### src/rtl/idex_if.sv
// Decode-to-execute bundle: instruction/PC inputs and the registered execute-stage controls.
// FLUSH exists only when IDEX_FLUSH_EN is defined.
interface idex_if;
    logic [31:0] InPC;
    logic [31:0] Inst;
`ifdef IDEX_FLUSH_EN
    logic        FLUSH;
`endif
    logic [31:0] PC;
    logic [3:0]  ALUControl;
    logic [1:0]  ALUSourceA;
    logic [2:0]  ALUSourceB;
    logic        DmemREB;
    logic        DmemWEB;
    logic        Dmem1ALUOUT;
    logic        RegWrite;
    logic [31:0] LoadStore32Address;
    logic [31:0] LoadStoreOrjalAddress;
    logic [31:0] auipcOrlui;

    modport master (
`ifdef IDEX_FLUSH_EN
        output FLUSH,
`endif
        output InPC, Inst,
        input  PC, ALUControl, ALUSourceA, ALUSourceB, DmemREB, DmemWEB, Dmem1ALUOUT,
        input  RegWrite, LoadStore32Address, LoadStoreOrjalAddress, auipcOrlui
    );

    modport slave (
`ifdef IDEX_FLUSH_EN
        input  FLUSH,
`endif
        input  InPC, Inst,
        output PC, ALUControl, ALUSourceA, ALUSourceB, DmemREB, DmemWEB, Dmem1ALUOUT,
        output RegWrite, LoadStore32Address, LoadStoreOrjalAddress, auipcOrlui
    );
endinterface

### src/rtl/idex_stage.sv
// RV32I decode stage plus ID/EX register: decodes controls and immediates, registers them once.
// Optional IDEX_FLUSH_EN adds a FLUSH input that loads a bubble with zeroed PC/immediates.
module idex_stage (
    input  logic CLK,
    input  logic RST,
    idex_if.slave bus_io
);
    localparam logic [6:0] OpOp     = 7'b0110011;
    localparam logic [6:0] OpOpImm  = 7'b0010011;
    localparam logic [6:0] OpLoad   = 7'b0000011;
    localparam logic [6:0] OpStore  = 7'b0100011;
    localparam logic [6:0] OpLui    = 7'b0110111;
    localparam logic [6:0] OpAuipc  = 7'b0010111;
    localparam logic [6:0] OpJal    = 7'b1101111;
    localparam logic [6:0] OpJalr   = 7'b1100111;
    localparam logic [6:0] OpBranch = 7'b1100011;

    typedef struct packed {
        logic [31:0] pc;
        logic [3:0]  alu;
        logic [1:0]  src_a;
        logic [2:0]  src_b;
        logic        reb;
        logic        web;
        logic        mem_to_reg;
        logic        reg_write;
        logic [31:0] ls_addr;
        logic [31:0] lsj_addr;
        logic [31:0] upper;
    } idex_t;

    localparam idex_t Bubble = '{reb: 1'b1, web: 1'b1, default: '0};

    idex_t dec;
    idex_t idex_d, idex_q;

    logic [31:0] inst;
    logic [6:0]  opcode;
    logic [2:0]  funct3;
    logic        funct7b;
    logic [11:0] ls12;
    logic [3:0]  alu_f3;

    assign inst    = bus_io.Inst;
    assign opcode  = inst[6:0];
    assign funct3  = inst[14:12];
    assign funct7b = inst[30];

    // funct3 decode shared by OP and OP-IMM; SUB is added only for OP below
    always_comb begin
        alu_f3 = 4'b0000;
        unique case (funct3)
            3'b000: alu_f3 = 4'b0000;
            3'b001: alu_f3 = 4'b0010;
            3'b010: alu_f3 = 4'b0011;
            3'b011: alu_f3 = 4'b0100;
            3'b100: alu_f3 = 4'b0101;
            3'b101: alu_f3 = funct7b ? 4'b0111 : 4'b0110;
            3'b110: alu_f3 = 4'b1000;
            3'b111: alu_f3 = 4'b1001;
            default: alu_f3 = 4'b0000;
        endcase
    end

    always_comb begin
        dec       = Bubble;
        dec.pc    = bus_io.InPC;
        dec.upper = {inst[31:12], 12'b0};
        ls12      = (opcode == OpStore) ? {inst[31:25], inst[11:7]} : inst[31:20];
        dec.ls_addr = {{20{ls12[11]}}, ls12};
        case (opcode)
            OpJal:    dec.lsj_addr = {{11{inst[31]}}, inst[31], inst[19:12], inst[20],
                                      inst[30:21], 1'b0};
            OpBranch: dec.lsj_addr = {{19{inst[31]}}, inst[31], inst[7], inst[30:25],
                                      inst[11:8], 1'b0};
            default:  dec.lsj_addr = dec.ls_addr;
        endcase

        case (opcode)
            OpOp: begin
                dec.alu       = (funct3 == 3'b000 && funct7b) ? 4'b0001 : alu_f3;
                dec.reg_write = 1'b1;
            end
            OpOpImm: begin
                dec.alu       = alu_f3;
                dec.src_b     = 3'b001;
                dec.reg_write = 1'b1;
            end
            OpLoad: begin
                dec.src_b      = 3'b001;
                dec.reb        = 1'b0;
                dec.mem_to_reg = 1'b1;
                dec.reg_write  = 1'b1;
            end
            OpStore: begin
                dec.src_b = 3'b010;
                dec.web   = 1'b0;
            end
            OpLui: begin
                dec.src_a     = 2'b10;
                dec.src_b     = 3'b011;
                dec.reg_write = 1'b1;
            end
            OpAuipc: begin
                dec.src_a     = 2'b01;
                dec.src_b     = 3'b011;
                dec.reg_write = 1'b1;
            end
            OpJal, OpJalr: begin
                dec.src_a     = 2'b01;
                dec.src_b     = 3'b100;
                dec.reg_write = 1'b1;
            end
            OpBranch: dec.alu = 4'b0001;
            default: ;
        endcase
    end

`ifdef IDEX_FLUSH_EN
    assign idex_d = bus_io.FLUSH ? Bubble : dec;
`else
    assign idex_d = dec;
`endif

    always_ff @(posedge CLK) begin
        if (RST) begin
            idex_q <= Bubble;
        end else begin
            idex_q <= idex_d;
        end
    end

    assign bus_io.PC                    = idex_q.pc;
    assign bus_io.ALUControl            = idex_q.alu;
    assign bus_io.ALUSourceA            = idex_q.src_a;
    assign bus_io.ALUSourceB            = idex_q.src_b;
    assign bus_io.DmemREB               = idex_q.reb;
    assign bus_io.DmemWEB               = idex_q.web;
    assign bus_io.Dmem1ALUOUT           = idex_q.mem_to_reg;
    assign bus_io.RegWrite              = idex_q.reg_write;
    assign bus_io.LoadStore32Address    = idex_q.ls_addr;
    assign bus_io.LoadStoreOrjalAddress = idex_q.lsj_addr;
    assign bus_io.auipcOrlui            = idex_q.upper;

endmodule

### src/flat_wrapper.sv
// flat-port wrapper written by rule: the top's interface ports become plain ports
module idex_stage_flat 
  (CLK, RST, bus_io_InPC, bus_io_Inst, bus_io_PC, bus_io_ALUControl, bus_io_ALUSourceA, bus_io_ALUSourceB, bus_io_DmemREB, bus_io_DmemWEB, bus_io_Dmem1ALUOUT, bus_io_RegWrite, bus_io_LoadStore32Address, bus_io_LoadStoreOrjalAddress, bus_io_auipcOrlui);
  idex_if bus_io_i ();
  input  logic CLK;
  input  logic RST;
  input wire logic [$bits(bus_io_i.InPC)-1:0] bus_io_InPC;
  input wire logic [$bits(bus_io_i.Inst)-1:0] bus_io_Inst;
  output wire logic [$bits(bus_io_i.PC)-1:0] bus_io_PC;
  output wire logic [$bits(bus_io_i.ALUControl)-1:0] bus_io_ALUControl;
  output wire logic [$bits(bus_io_i.ALUSourceA)-1:0] bus_io_ALUSourceA;
  output wire logic [$bits(bus_io_i.ALUSourceB)-1:0] bus_io_ALUSourceB;
  output wire logic [$bits(bus_io_i.DmemREB)-1:0] bus_io_DmemREB;
  output wire logic [$bits(bus_io_i.DmemWEB)-1:0] bus_io_DmemWEB;
  output wire logic [$bits(bus_io_i.Dmem1ALUOUT)-1:0] bus_io_Dmem1ALUOUT;
  output wire logic [$bits(bus_io_i.RegWrite)-1:0] bus_io_RegWrite;
  output wire logic [$bits(bus_io_i.LoadStore32Address)-1:0] bus_io_LoadStore32Address;
  output wire logic [$bits(bus_io_i.LoadStoreOrjalAddress)-1:0] bus_io_LoadStoreOrjalAddress;
  output wire logic [$bits(bus_io_i.auipcOrlui)-1:0] bus_io_auipcOrlui;
  assign bus_io_i.InPC = bus_io_InPC;
  assign bus_io_i.Inst = bus_io_Inst;
  assign bus_io_PC = bus_io_i.PC;
  assign bus_io_ALUControl = bus_io_i.ALUControl;
  assign bus_io_ALUSourceA = bus_io_i.ALUSourceA;
  assign bus_io_ALUSourceB = bus_io_i.ALUSourceB;
  assign bus_io_DmemREB = bus_io_i.DmemREB;
  assign bus_io_DmemWEB = bus_io_i.DmemWEB;
  assign bus_io_Dmem1ALUOUT = bus_io_i.Dmem1ALUOUT;
  assign bus_io_RegWrite = bus_io_i.RegWrite;
  assign bus_io_LoadStore32Address = bus_io_i.LoadStore32Address;
  assign bus_io_LoadStoreOrjalAddress = bus_io_i.LoadStoreOrjalAddress;
  assign bus_io_auipcOrlui = bus_io_i.auipcOrlui;
  idex_stage u_core (.CLK(CLK), .RST(RST), .bus_io(bus_io_i));
endmodule
### config.mk
export PLATFORM = sky130hd
export DESIGN_NAME = idex_stage_flat
export DESIGN_NICKNAME = d
export VERILOG_FILES = /design/src/rtl/idex_if.sv /design/src/rtl/idex_stage.sv /design/src/flat_wrapper.sv
export SDC_FILE = /design/constraint.sdc
export NUM_CORES = 1
export LEC_CHECK = 0
export ABC_AREA = 1
export CELL_PAD_IN_SITES_DETAIL_PLACEMENT = 1
export CELL_PAD_IN_SITES_GLOBAL_PLACEMENT = 1
export CORE_AREA = 2 2 114 116
export DETAILED_ROUTE_END_ITERATION = 12
export DIE_AREA = 0 0 116 118
export GPL_TIMING_DRIVEN = 1
export PLACE_DENSITY = 0.81
export SYNTH_ARGS = -nofsm -noshare
export SYNTH_HDL_FRONTEND = slang
export SYNTH_SLANG_ARGS = --single-unit
### constraint.sdc
create_clock -name CLK -period 3 [get_ports CLK]
set_input_delay 0.9 -clock CLK [delete_from_list [all_inputs] [get_ports CLK]]
set_output_delay 0.9 -clock CLK [all_outputs]
set_load 0.005 [all_outputs]
### After elaboration in Yosys (flattened, before gate mapping)

Cells that the tools add are included.

| cells by class | value |
|---|---|
| equal/unequal tests | 16 |
| muxes and demuxes | 12 |
| reductions and logical operators | 7 |

Operators by type and width:

| cell | number |
|---|---|
| case mux 20 bit (2 select lines) | 1 |
| case mux 4 bit (8 select lines) | 1 |
| == test 7 x 6 -> 1 bit (second input constant) | 3 |
| == test 7 bit (second input constant) | 3 |
| == test 7 x 5 -> 1 bit (second input constant) | 2 |
| == test 3 bit (second input constant) | 4 |
| case mux 3 bit (4 select lines) | 1 |
| case mux 4 bit (3 select lines) | 1 |
| == test 7 x 2 -> 1 bit (second input constant) | 1 |
| OR reduction 7 bit | 1 |
| == test 3 x 2 -> 1 bit (second input constant) | 2 |
| OR reduction 2 bit | 3 |
| 2-to-1 mux 1 bit | 5 |
| 2-to-1 mux 5 bit | 1 |
| 2-to-1 mux 4 bit | 1 |
| case mux 2 bit (2 select lines) | 1 |
| == test 3 x 1 -> 1 bit (second input constant) | 1 |
| logical NOT 3 bit | 1 |
| OR reduction 3 bit | 1 |
| logical AND 1 bit | 1 |

| storage, ports and cells | value |
|---|---|
| register bits | 110 |
| input port bits | 66 |
| output and inout port bits | 141 |
| logic and storage cells | 47 |

### Longest topological paths before layout

| logic depth | value |
|---|---|
| depth after elaboration | 4 |
| gate-level depth with buffers | 8 |
| depth with buffers taken out | 8 |

### Worst setup path after synthesis

OpenSTA, ideal clock, no wires.

| timing path | value |
|---|---|
| kind | flip-flop to output port |
| start point | reg u_core.bus_io.auipcOrlui[31] (netlist name) |
| end point | out bus_io_LoadStore32Address[12] |
| arrival time | 1.063 ns |
| data required time | 2.100 ns |
| path slack | 1.037 ns |
| stages on the path, launching flop included | 2 |
| buffers on the path | 1 |
| cell sequence | dfxtp_1 -> buf_4 |

RTL lines:

| item | line | RTL |
|---|---|---|
| end, declared | flat_wrapper.sv:17 | `output wire logic [$bits(bus_io_i.LoadStore32Address)-1:0] bus_io_LoadStore32Address;` |

==> impl_metrics.py <==
metrics = {
    "setup_path": {
        "critPathKind": "reg2out",
        "arrival_ns": 1.48,
        "cp_cell_sequence": "buf_4 > clkdlybuf4s50_1",
        "required_ns": 2.10,
        "crit_path_end_kind": "output pin",
        "crit_path_max_fanout": 34,
        "cp_slowest_stage_delay_ns": 0.56,
        "startpoint": "u_core.bus_io.auipcOrlui[31]",
        "crit_slowest_cell": "clkdlybuf4s50_1",
        "worstSetupStartpointType": "register",
    },
    "final_layout": {
        "layout.nets": 607,
        "area_growth_pct": 63.6,
        "fillCellCount": 1444,
        "diodes": 0,
        "fin_cells": 716,
        "seq_area_sq_um": 1680,
        "drive_gt1_share_pct": 5.33,
        "multi_input_area_sq_um": 795,
        "postLayoutCoreUtil_pct": 41.8,
    },
    "synth": {
        "yosysTopAreaCellShare_pct": 53.0,
        "yosysTopAreaCell": "dfxtp_1",
        "synth_compound_area_share_pct": 3.27,
        "ys_types": 22,
        "synth_top_family_by_area": "buffers and inverters",
        "netlist_top_cells_area": "dfxtp_1, buf_4, nor2_1",
        "synth_common_cells": "nor2_1, dfxtp_1, inv_1, buf_4, nand2_1",
        "synthMuxAreaShare_pct": 0,
        "synth-warning-count": 0,
        "synth_edf_count": 0,
        "synth_seq_area_share_pct": 53.0,
        "yosys.area_share.adder_pct": 0,
        "async_flop_share_pct": 0,
        "synth.most_common_cell": "nor2_1",
        "synthFlopType": "dfxtp_1",
        "ys_ff_latch": 84,
        "syn_area_sq_um": 3170,
        "syn_area_per_cell_sq_um": 8.14,
        "syn_inst": 390,
        "synth_xor_area_share_pct": 0,
        "synthSimpleGateAreaFrac_pct": 20.3,
    },
    "power_and_ir_drop": {
        "ir_drop_uv": 196,
        "powerDensity_nw_per_um2": 512,
        "power_mw": 2.66,
        "p_leak_nw": 2.31,
    },
    "global_route": {
        "grt_overflow": 0,
        "grtUsageTotal_pct": 14.3,
        "grt_use_met2_pct": 26.0,
        "grt_antenna_before_repair": 0,
        "grt_busiest_layer": "met2",
        "grt_max_degree": 35,
        "grt_pass1_wl_microns": 14800,
        "grtUsageMet3_pct": 2.78,
        "use_met1_pct": 15.5,
        "grt_pass1_vias": 2806,
    },
    "drt": {
        "routed_via_density": 3.98,
        "wl_microns": 9880,
        "drc_errors": 0,
        "drt_iter0_markers": 102,
        "vias": 2847,
        "avgRoutedWirePerCell_microns": 13.8,
        "drtAntennaViolNets": 0,
        "drt-pass1-iter-count": 4,
    },
    "flow_run": {
        "maxCapViolCount": 0,
    },
    "clocking": {
        "cts.repair.resized": 0,
        "clkSinkCount": 84,
        "clk_path_buf_depth": 2,
        "clock-root-buffer": "clkbuf_16",
        "htreeDepth": 3,
        "cts_buffers": 9,
        "cts_tree": "done",
        "cts.clk_slew.worst_paths_ns": 0.06,
        "hold_buffers": 0,
        "post_cts_buffers": 0,
    },
    "min_path": {
        "hold_depth": 2,
        "hold_end": "u_core.bus_io.auipcOrlui[24]",
        "hp-class": "in2reg",
        "worstHoldStart": "RST",
    },
    "placed_design": {
        "hpwl_microns": 7880,
        "dp_cells": 702,
        "numPortBuffers": 194,
        "routabilityCongestion": 0.733,
    },
    "sta": {
        "finalCritPeriodShare_pct": 79.3,
        "setup_violations": 0,
        "setup_tns_ns": 0,
        "rsz0062_at_grt": "no",
        "fmax_mhz": 421,
        "fin_crit_ns": 2.38,
        "hold_viol_final": 0,
        "drv_slew": 0,
    },
    "run_status": {
        "status": "complete, no violations",
    },
    "die": {
        "fp.dieW_microns": 116,
        "core_area_sq_um": 12400,
        "rows": 41,
        "dieArea_sq_um": 13700,
        "die_h_microns": 118,
        "io_pins": 207,
        "start_util_pct": 25.6,
    },
}
==> worst max path at each step <==
| stage | end | cells after the start |
|---|---|---|
| 2_1_floorplan | bus_io_LoadStore32Address[12] | 1 |
| 3_3_place_gp | u_core.bus_io.LoadStoreOrjalAddress[0] | 7 |
| 3_5_place_dp | u_core.bus_io.LoadStoreOrjalAddress[0] | 7 |
| 4_1_cts | bus_io_LoadStoreOrjalAddress[23] | 2 |
| 5_1_grt | bus_io_LoadStore32Address[15] | 2 |
| 6_report | bus_io_LoadStore32Address[27] | 2 |
==> cell families after synthesis <==
| family | count (synthesis) |
|---|---|
| other | 1 |
| AO/OA/AOI/OAI | 20 |
| AND/OR/NAND/NOR | 150 |
| flip-flops | 84 |
| buffers and inverters | 135 |
==> cell type report <==
cell class              count  share of cell area (%)
clock buffers              10                    4.60
clock inverters             4                   0.988
inverters                  67                    4.84
multi-input cells         182                    15.3
flip-flops and latches     84                    32.4
well taps                 172                    4.14
repair buffers            197                    37.7
==> flip-flops by register name (all words and copies together) (netlist names) <==
signal	cells
u_core.bus_io.PC	32
u_core.bus_io.auipcOrlui	20
u_core.bus_io.LoadStoreOrjalAddress	14
u_core.bus_io.LoadStore32Address	5
u_core.bus_io.ALUControl	4
u_core.bus_io.ALUSourceB	3
u_core.bus_io.ALUSourceA	2
u_core.bus_io.Dmem1ALUOUT	1
u_core.bus_io.DmemREB	1
u_core.bus_io.DmemWEB	1
u_core.bus_io.RegWrite	1
==> metal layers <==
| layer | part of all wire, % | vias up |
|---|---|---|
| met5 | 0 | - |
| met4 | 2.6 | 0 |
| met3 | 6.6 | 16 |
| met2 | 51 | 138 |
| met1 | 39 | 1309 |
| li1 | - | 1384 |
==> layout by cell type, fill, tap and decap left out, drive strengths merged <==
cell,Yosys,routed
clkdlybuf4s50,0,193
nor2,95,95
dfxtp,84,84
inv,67,67
nand2,30,30
nand3,15,15
o21ai,14,14
conb,1,12
clkbuf,4,10
nand4,7,7
a21oi,6,6
buf,64,4
and2,2,2
clkinv,0,2
nor3b,1,1
clkinvlp,0,1
bufinv,0,1
==> through the flow <==
stage / setup slack [ns] / hold WS, ns / area [sq um]
after global routing: 0.499 / 0.974 / 5190
after floorplan: 1.04 / 1.01 / 3210
after detailed placement: 0.429 / 1.31 / 4900
final: 0.622 / 0.954 / 5190
after CTS: 0.574 / 0.964 / 5190
after global placement: 0.532 / 1.30 / 4900
==> worst max-delay path: cells and delay by family (launching register included) <==
family,cells,cell delay [ns]
buffers and inverters,2,0.83
DFF,1,0.31
==> where the power goes <==
group	internal (mW)	leakage (nW)	switching (mW)	total, mW
clock network	0.658	0.140	0.437	1.09
registers	1.17	0.697	0.0179	1.19
logic	0.236	1.48	0.142	0.378
total	2.06	2.31	0.596	2.66
Power figures use the tool's default switching activity.
